**src/rtl/done_tracker.sv**
```systemverilog
// Tracks result availability for rename tags 2..NFLAG+1: alloc clears a tag's done bit,
// execution write-back sets it, flush marks everything done. err latches protocol misuse.
module done_tracker #(
  parameter int TAG_W = 5,
  parameter int NFLAG = 30
) (
  input  logic             clk,
  input  logic             rst,
  input  logic             alloc_valid_i,
  input  logic [TAG_W-1:0] alloc_tag_i,
  input  logic             wb0_valid_i,
  input  logic [TAG_W-1:0] wb0_tag_i,
  output logic             wb0_ready_o,
  input  logic             wb1_valid_i,
  input  logic [TAG_W-1:0] wb1_tag_i,
  output logic             wb1_ready_o,
  input  logic             flush_i,
  output logic [NFLAG-1:0] done_flags_o,
  output logic [4:0]       pending_count_o,
  output logic             err_o
);

  // Handshake: a write-back on port N is accepted in a cycle where wbN_valid_i and
  // wbN_ready_o are both high. Ready only drops for flush or reset; there is no
  // other back-pressure, and a valid with ready low is simply dropped.
  logic             ready;
  logic             alloc_en;
  logic             wb0_en;
  logic             wb1_en;

  logic [NFLAG-1:0] alloc_hit;
  logic [NFLAG-1:0] wb0_hit;
  logic [NFLAG-1:0] wb1_hit;

  logic [NFLAG-1:0] done_q;
  logic [NFLAG-1:0] done_d;
  logic [4:0]       cnt_q;
  logic [4:0]       cnt_d;
  logic             err_q;
  logic             err_d;

  assign ready       = !flush_i && !rst;
  assign wb0_ready_o = ready;
  assign wb1_ready_o = ready;

  assign alloc_en = alloc_valid_i && ready;
  assign wb0_en   = wb0_valid_i && ready;
  assign wb1_en   = wb1_valid_i && ready;

  // Per-tag decode; tags 0 and 1 have no flag bit and therefore never hit.
  always_comb begin
    alloc_hit = '0;
    wb0_hit   = '0;
    wb1_hit   = '0;
    for (int k = 0; k < NFLAG; k++) begin
      alloc_hit[k] = alloc_en && (alloc_tag_i == TAG_W'(k + 2));
      wb0_hit[k]   = wb0_en   && (wb0_tag_i   == TAG_W'(k + 2));
      wb1_hit[k]   = wb1_en   && (wb1_tag_i   == TAG_W'(k + 2));
    end
  end

  // Alloc beats a same-cycle completion; flush beats both. Error checks look at the
  // registered bit, i.e. the state before this cycle's update.
  always_comb begin
    done_d = done_q;
    err_d  = err_q;
    for (int k = 0; k < NFLAG; k++) begin
      if (flush_i) begin
        done_d[k] = 1'b1;
      end else if (alloc_hit[k]) begin
        done_d[k] = 1'b0;
      end else if (wb0_hit[k] || wb1_hit[k]) begin
        done_d[k] = 1'b1;
      end

      if ((wb0_hit[k] || wb1_hit[k]) && done_q[k]) err_d = 1'b1;
      if (wb0_hit[k] && wb1_hit[k])                err_d = 1'b1;
      if (alloc_hit[k] && !done_q[k])              err_d = 1'b1;
      if (alloc_hit[k] && (wb0_hit[k] || wb1_hit[k])) err_d = 1'b1;
    end
  end

  // Count is derived from the next vector so it lands on the same edge as the flags.
  always_comb begin
    cnt_d = '0;
    for (int k = 0; k < NFLAG; k++) begin
      cnt_d = cnt_d + {4'd0, ~done_d[k]};
    end
  end

  always_ff @(posedge clk) begin
    if (rst) begin
      done_q <= '1;
      cnt_q  <= '0;
      err_q  <= 1'b0;
    end else begin
      done_q <= done_d;
      cnt_q  <= cnt_d;
      err_q  <= err_d;
    end
  end

  assign done_flags_o    = done_q;
  assign pending_count_o = cnt_q;
  assign err_o           = err_q;

endmodule

```
**config.mk**
```make
export PLATFORM = sky130hd
export DESIGN_NAME = done_tracker
export DESIGN_NICKNAME = d
export VERILOG_FILES = /design/src/rtl/done_tracker.sv
export SDC_FILE = /design/constraint.sdc
export NUM_CORES = 1
export LEC_CHECK = 0
export ABC_AREA = 0
export BUFFER_PORTS_ARGS = -buffer_cell sky130_fd_sc_hd__buf_2
export CORE_ASPECT_RATIO = 0.5
export CORE_MARGIN = 2
export CORE_UTILIZATION = 50
export CTS_BUF_LIST = sky130_fd_sc_hd__clkbuf_4 sky130_fd_sc_hd__clkbuf_8 sky130_fd_sc_hd__clkbuf_16
export DETAILED_ROUTE_END_ITERATION = 12
export PLACE_DENSITY = 0.72
export SETUP_SLACK_MARGIN = 0.15
export SLEW_MARGIN = 5
export SYNTH_ARGS = -nofsm -noshare
export SYNTH_HDL_FRONTEND = slang
export SYNTH_SLANG_ARGS = --single-unit
```
**constraint.sdc**
```tcl
create_clock -name clk -period 11.09 [get_ports clk]
set_input_delay 0.5545 -clock clk [delete_from_list [all_inputs] [get_ports clk]]
set_output_delay 0.5545 -clock clk [all_outputs]
set_load 0.01 [all_outputs]
```
==> summary.md, run 1 <==
| Metric | Value |
|---|---|
| Largest net degree at the start of global routing | 67 |
| Starting density of the core | 0.5205 |
| Max Buffers Root-to-Sink | 2 |
| Reg2reg path depth | 18 |
| Io pins | 59 |
| FF-to-FF End | pending_count_o[4]$_SDFF_PP0_ |
| Post-DP Area | 3740 um^2 |
| Flop pwr share | 0.387 |
| Clock Skew | 7.026 ps |
| CP Max Fanout | 66 |
| Count leader, synth | dfxtp_1 |
| Library cells used by synthesis | 56 |
| Quantity of gates resized following cts | 0 |
| Wire length per cell | 21.81 um |
| Syn Area/Cell | 8.428 um^2 |
| Detailed Route WL | 11650 um |
| GP Congestion | 1.014 |
| VDD IR max | 54.39 uV |
| First-pass GRT wire length | 17910 um |
| Filler instances | 633 |
| Synth area leaders | dfxtp_1 21%, fa_1 13%, o32ai_1 7.2%, o22a_1 4.5%, or3_1 3.7% |
| Worst hold path class | flop to flop |
| Sequential fraction of the synthesis area | 0.2051 |
| Fraction of layout cells with a size suffix above 1 | 0.1833 |
| Global route total overflow | 0 |
| Clock sinks | 36 |
| Critical Path End Type | flop |
| Lkg Pwr | 0.001401 uW |
| Die Ht | 63.29 um |
| Reg2reg setup slack | 6080 ps |
| Net Sw Frac | 0.2599 |
| RSZ-0062 raised after global routing | false |
| Pwr/cell area | 86.54 nW/um^2 |
| Worst Path Arrival | 6870 ps |
| Clock latency on the worst-skew pair | 280 ps |
| Synth Flop Type | dfxtp_1 |
| Final worst-path cycle share | 0.6074 |
| Syn Std Cell Area | 3515 um^2 |
| Synthesis Warnings | 0 |
| P_int | 250.3 uW |
| Area share of the largest cell type after synthesis | 0.2051 |
| Ys async rst share | 0 |
| Sw power | 87.88 uW |
| MaxCap Viol Count | 0 |
| Row cnt | 21 |
| Post-synth top area cell | dfxtp_1 |
| #FFs+latches synth | 36 |
| Area Overhead vs Synth | 11.18% |
| CTS clk-pin slew, worst paths | 60 ps |
| Final setup margin | 4354 ps |
| Final setup vio count | 0 |
| Syn Inst Count | 417 |
| Drt pass-1 iters | 6 |
| Setup bufs post-CTS | 0 |
| CP required | 11230 ps |
| Worst rel slew slack | 0.3598 |
| FMAX | 148.5 MHz |
| Die ar. | 7757 um^2 |
| Syn nets | 468 |
| CTS H-tree depth | 2 |
| CTS Hold Bufs | 0 |
| CTS tree | built |
| Root Driver | clkbuf_16 |
| # DRC | 0 |
| Pre-CTS setup slack | 4180 ps |
| Power Total | 338.2 uW |
| Crit start category | primary input |
| Hold path startpoint | done_flags_o[19]$_SDFF_PP1_ |
| Fin nets | 492 |
| Hold Worst Slack | 699.9 ps |
| Hold Path End | done_flags_o[19]$_SDFF_PP1_ |
| Num CTS Buffers | 5 |
| Chip width | 122.6 um |
| Critical register-to-register path startpoint | done_flags_o[7]$_SDFF_PP1_ |
| Number of global-route vias before repair | 3215 |
| Gate power share | 0.142 |
| Number of synthesized flops with an enable pin | 0 |
| Final instance area | 3908 um^2 |
| Number of routed nets with antenna violations | 0 |
| Worst slew pin tran | 960.3 ps |
| Core ar. | 6753 um^2 |
| Vias per cell | 6.661 |
| Initial antenna violation count | 0 |
| Routed vias | 3557 |
| GRT Util Overall | 0.3085 |
| WHS Path Cells | 2 |
| Commonest cells in the netlist | 36 x dfxtp_1, 33 x nor2_1, 31 x clkbuf_1 |
| Outcome | complete, no violations |
| Crit Path Class | primary input to flop |
| IO buf count | 58 |
| Fin crit period | 6736 ps |
| Clock power frac | 0.472 |
| DP HPWL | 9146 um |
| Sum of negative setup slack | 0 ps |
| Pins over their slew limit | 0 |
| Number of diodes | 0 |
| Final hold viol count | 0 |
| Starting DRT DRC Count | 542 |
worst max-delay path, cell delays in order:
cell	delay, ps
buf_2	400
nand4bb_1	720
o32ai_1	730
nor2_1	80
a21oi_1	170
nor2_1	80
fa_1	620
fa_1	440
fa_1	510
fa_1	430
fa_1	500
inv_1	60
fa_1	480
inv_1	40
ha_1	180
inv_1	70
fa_1	200
inv_1	40
a21o_1	170
a21oi_1	160
xor2_1	160
nor2_1	50
layer usage:
metal | wire length [um] | up-vias | global-route usage
met5 | 0 | - | 0
met1 | 5198 | 1670 | 0.4586
met4 | 146 | 0 | 0.05747
met3 | 1677 | 23 | 0.1277
li1 | - | 1611 | -
met2 | 4621 | 253 | 0.4139
metrics by stage:
stage	utilization	cells
4_1_cts	0.5787	534
5_1_grt	0.5787	534
3_5_place_dp	0.5538	526
3_3_place_gp	0.5538	526
2_1_floorplan	-	417
6_report	0.5787	534
registers in the layout, indices dropped and copies added (netlist names):
name	count
done_flags_o	30
err_o	1
pending_count_o	5
power groups by stage:
stage | clock [uW] | combinational (uW) | sequential, uW
after detailed placement | 0 | 46.2 | 134
final | 159 | 48.0 | 131
after CTS | 161 | 46.5 | 131
after global routing | 170 | 51.5 | 131
after floorplan | 0 | 33.2 | 134
after global placement | 0 | 47.2 | 133
cells in the final DEF (no fill, tap or decap), types with 6 or more instances in the layout:
cell type  synthesis  final
nor3_1             9      9
a22oi_1           13     13
ha_1               8      8
nor2_1            33     33
inv_1             22     22
or3_1             21     21
nand2_1           17     17
buf_2              6     58
dfxtp_1           36     36
o32ai_1           29     29
a21oi_1           12     12
nand4bb_1         10     10
o22a_1            18     18
o22ai_1           12     12
nor4_1             9      9
fa_1              22     22
or2_2              6      6
nand2b_1          19     19
nor2b_1            6      6
or2_1             15     15
how the worst max path moves through the flow:
| stage | from | end | slack, ps | cells after the start |
|---|---|---|---|---|
| finish | flush_i | pending_count_o[4]$_SDFF_PP0_ | 4350 | 22 |
| global route | flush_i | pending_count_o[4]$_SDFF_PP0_ | 3960 | 22 |
| CTS | flush_i | pending_count_o[4]$_SDFF_PP0_ | 4440 | 22 |
| detailed placement | flush_i | pending_count_o[4]$_SDFF_PP0_ | 4180 | 22 |
| global placement | flush_i | pending_count_o[4]$_SDFF_PP0_ | 4220 | 22 |
| floorplan | wb1_tag_i[1] | pending_count_o[4]$_SDFF_PP0_ | 5170 | 22 |
final cells by class:
class | count | area (um^2) | area share
timing repair buffer | 58 | 290.3 | 0.07429
tap | 92 | 115.1 | 0.02946
multi-input combinational | 318 | 2531 | 0.6478
sequential | 36 | 720.7 | 0.1844
inverter | 22 | 82.58 | 0.02113
clock buffer | 5 | 125.1 | 0.03202
clock inverter | 3 | 42.54 | 0.01089
cells by family (layout without fill, tap and decap cells):
| logic type | Yosys count | count (layout) | share of synthesized area |
|---|---|---|---|
| AND/OR/NAND/NOR | 169 | 169 | 0.2919 |
| flip-flops | 36 | 36 | 0.2051 |
| buffers and inverters | 63 | 88 | 0.07476 |
| AO/OA/AOI/OAI | 110 | 110 | 0.2496 |
| multiplexers | 4 | 4 | 0.01246 |
| XOR/XNOR | 5 | 5 | 0.01246 |
| adder cells (fa/ha/maj) | 30 | 30 | 0.1538 |
Power figures use the tool's default switching activity.
==> inputs of run 2 (changes only) <==
==> constraint.sdc (replaced) <==
create_clock -name clk -period 6.35 [get_ports clk]
set_input_delay 0.3175 -clock clk [delete_from_list [all_inputs] [get_ports clk]]
set_output_delay 0.3175 -clock clk [all_outputs]
set_load 0.01 [all_outputs]
==> run 2 against run 1 <==
Net effect: setup slack got worse by 3800 ps; clock skew down 2.0 ps; sequential cell count unchanged; count of clock-buffer cells in the layout up 1; non-clock buffer count grew 9; via count decreased by 0.25%; sequential share of layout area decreased by 0.24 points; hold slack worse by 66 ps; critical endpoint unchanged; largest power group unchanged.
==> summary.md, run 2 (synthesis gave the netlist of run 1 again) <==
| Metric | Value |
|---|---|
| Outcome | complete, no violations |
| Filler instances | 679 |
| Buf+Inv Stages, Crit Path | 6 |
| Most frequent cells in the layout | 58 x buf_2, 36 x dfxtp_1, 33 x nor2_1, 29 x o32ai_1 |
| Max Buffers Root-to-Sink | 2 |
| CTS clk-pin slew, worst paths | 60 ps |
| Cell repeated most along the worst path | fa_1 |
| GP Congestion | 1.028 |
| Hold Worst Slack | 634.3 ps |
| Worst hold path class | primary input to flop |
| CTS H-tree depth | 2 |
| Pins over their slew limit | 0 |
| CP Max Fanout | 10 |
| Final instance area | 3960 um^2 |
| Initial antenna violation count | 0 |
| Worst-path cell chain | buf_2 > or4b_1 > o32ai_1 > buf_4 > o22a_1 > nor2_1 > fa_1 > fa_1 > fa_1 > fa_1 > fa_1 > inv_1 > fa_1 > inv_1 > ha_1 > inv_1 > fa_1 > inv_1 > a21o_1 > a21oi_1 > xor2_1 > nor2_1 |
| Routed vias | 3548 |
| RSZ-0062 raised after global routing | false |
| Starting density of the core | 0.5205 |
| Root Driver | clkbuf_16 |
| Row cnt | 21 |
| Area Overhead vs Synth | 12.67% |
| Crit start category | primary input |
| Crit path max-delay family | adder cells |
| Clock power frac | 0.446 |
| Gate power share | 0.152 |
| Num CTS Buffers | 5 |
| Number of global-route vias before repair | 3169 |
| Number of routed nets with antenna violations | 0 |
| First-pass GRT wire length | 17910 um |
| CP required | 6510 ps |
| Chip width | 122.6 um |
| Flop pwr share | 0.402 |
| Fin crit period | 5747 ps |
| MaxCap Viol Count | 0 |
| DP HPWL | 9293 um |
| Post-DP Area | 3807 um^2 |
| VDD IR max | 124.3 uV |
| Io pins | 59 |
| Final worst-path cycle share | 0.9050 |
| Worst rel slew slack | 0.5484 |
| Pre-CTS setup slack | 324.5 ps |
| # DRC | 0 |
| Die Ht | 63.29 um |
| Sum of negative setup slack | 0 ps |
| Final setup margin | 603.2 ps |
| Die ar. | 7757 um^2 |
| Critical Path End Type | flop |
| Starting DRT DRC Count | 502 |
| CTS tree | built |
| Final setup vio count | 0 |
| Max FFs per register | 30 |
| Core ar. | 6753 um^2 |
| Quantity of gates resized following cts | 0 |
| Vias per cell | 6.534 |
| Detailed Route WL | 11780 um |
| Wire length per cell | 21.69 um |
| IO buf count | 58 |
| Crit Path Class | primary input to flop |
| Setup bufs post-CTS | 0 |
| Drt pass-1 iters | 6 |
| Critical-path top delay cell | or4b_1 |
| Pwr/cell area | 143.5 nW/um^2 |
| Clock sinks | 36 |
| Post-Layout Cell Count | 543 |
| Fin nets | 501 |
| Most common cell after layout, fill and taps aside | buf_2 |
| CTS Hold Bufs | 0 |
| Clock latency on the worst-skew pair | 280 ps |
| Number of diodes | 0 |
| Fraction of layout cells with a size suffix above 1 | 0.1996 |
| P_int | 411.9 uW |
| Largest net degree at the start of global routing | 52 |
| Global route total overflow | 0 |
| Final hold viol count | 0 |
| Sw power | 156.5 uW |
| Placed cells | 535 |
| Worst Path Arrival | 5910 ps |
| Worst slew pin tran | 675.3 ps |
| Net Sw Frac | 0.2753 |
| GRT Util Overall | 0.3102 |
| FMAX | 174.0 MHz |
| Max incr delay on CP | 670 ps |
| Clock Skew | 5.063 ps |
| Lkg Pwr | 0.001441 uW |
## run 2: worst reg2reg max path: stages, from the launching register on
cell and delay [ps]:
dfxtp_1 360, o22ai_1 270, nand2b_1 150, fa_1 550
inv_1 50, fa_1 450, fa_1 510, fa_1 430
fa_1 490, inv_1 50, fa_1 470, inv_1 40
ha_1 180, inv_1 80, fa_1 200, inv_1 50
a21o_1 170, a21oi_1 160, xor2_1 160, nor2_1 50
## run 2: cell type report
class / count / area [um^2] / area share
tap: 92 / 115.1 / 0.02907
sequential: 36 / 720.7 / 0.1820
clock buffer: 6 / 138.9 / 0.03507
timing repair buffer: 67 / 357.8 / 0.09036
inverter: 22 / 82.58 / 0.02085
clock inverter: 2 / 13.76 / 0.003476
multi-input combinational: 318 / 2531 / 0.6392
## run 2: metal layers
metal / vias up / wire length [um] / GRT usage
met1: 1663 / 5473 / 0.4688
met4: 0 / 208 / 0.09195
met5: - / 0 / 0
met2: 239 / 4511 / 0.4083
met3: 18 / 1581 / 0.1042
li1: 1628 / - / -
## run 2: path summary, 6_finish.rpt
kind,startpoint,to,slack (ps),cells after the start
worst min-delay path,rst,pending_count_o[2]$_SDFF_PP0_,630,3
worst min register to register,done_flags_o[5]$_SDFF_PP1_,done_flags_o[5]$_SDFF_PP1_,670,2
worst max register to register,done_flags_o[12]$_SDFF_PP1_,pending_count_o[4]$_SDFF_PP0_,1360,19
worst max-delay path,wb1_tag_i[1],pending_count_o[4]$_SDFF_PP0_,600,22
## run 2: stage by stage
step,power (uW),util
2_1_floorplan,291.8,-
4_1_cts,567.3,0.5864
6_report,568.3,0.5864
5_1_grt,588.2,0.5864
3_5_place_dp,316.6,0.5638
3_3_place_gp,318.5,0.5638
## run 2: power groups by stage
stage          Clock, uW  Combinational [uW]  Sequential (uW)
6_report             254                86.3              228
5_1_grt              267                93.0              228
4_1_cts              255                83.9              228
3_5_place_dp           0                83.5              233
3_3_place_gp           0                85.4              233
2_1_floorplan          0                58.0              234
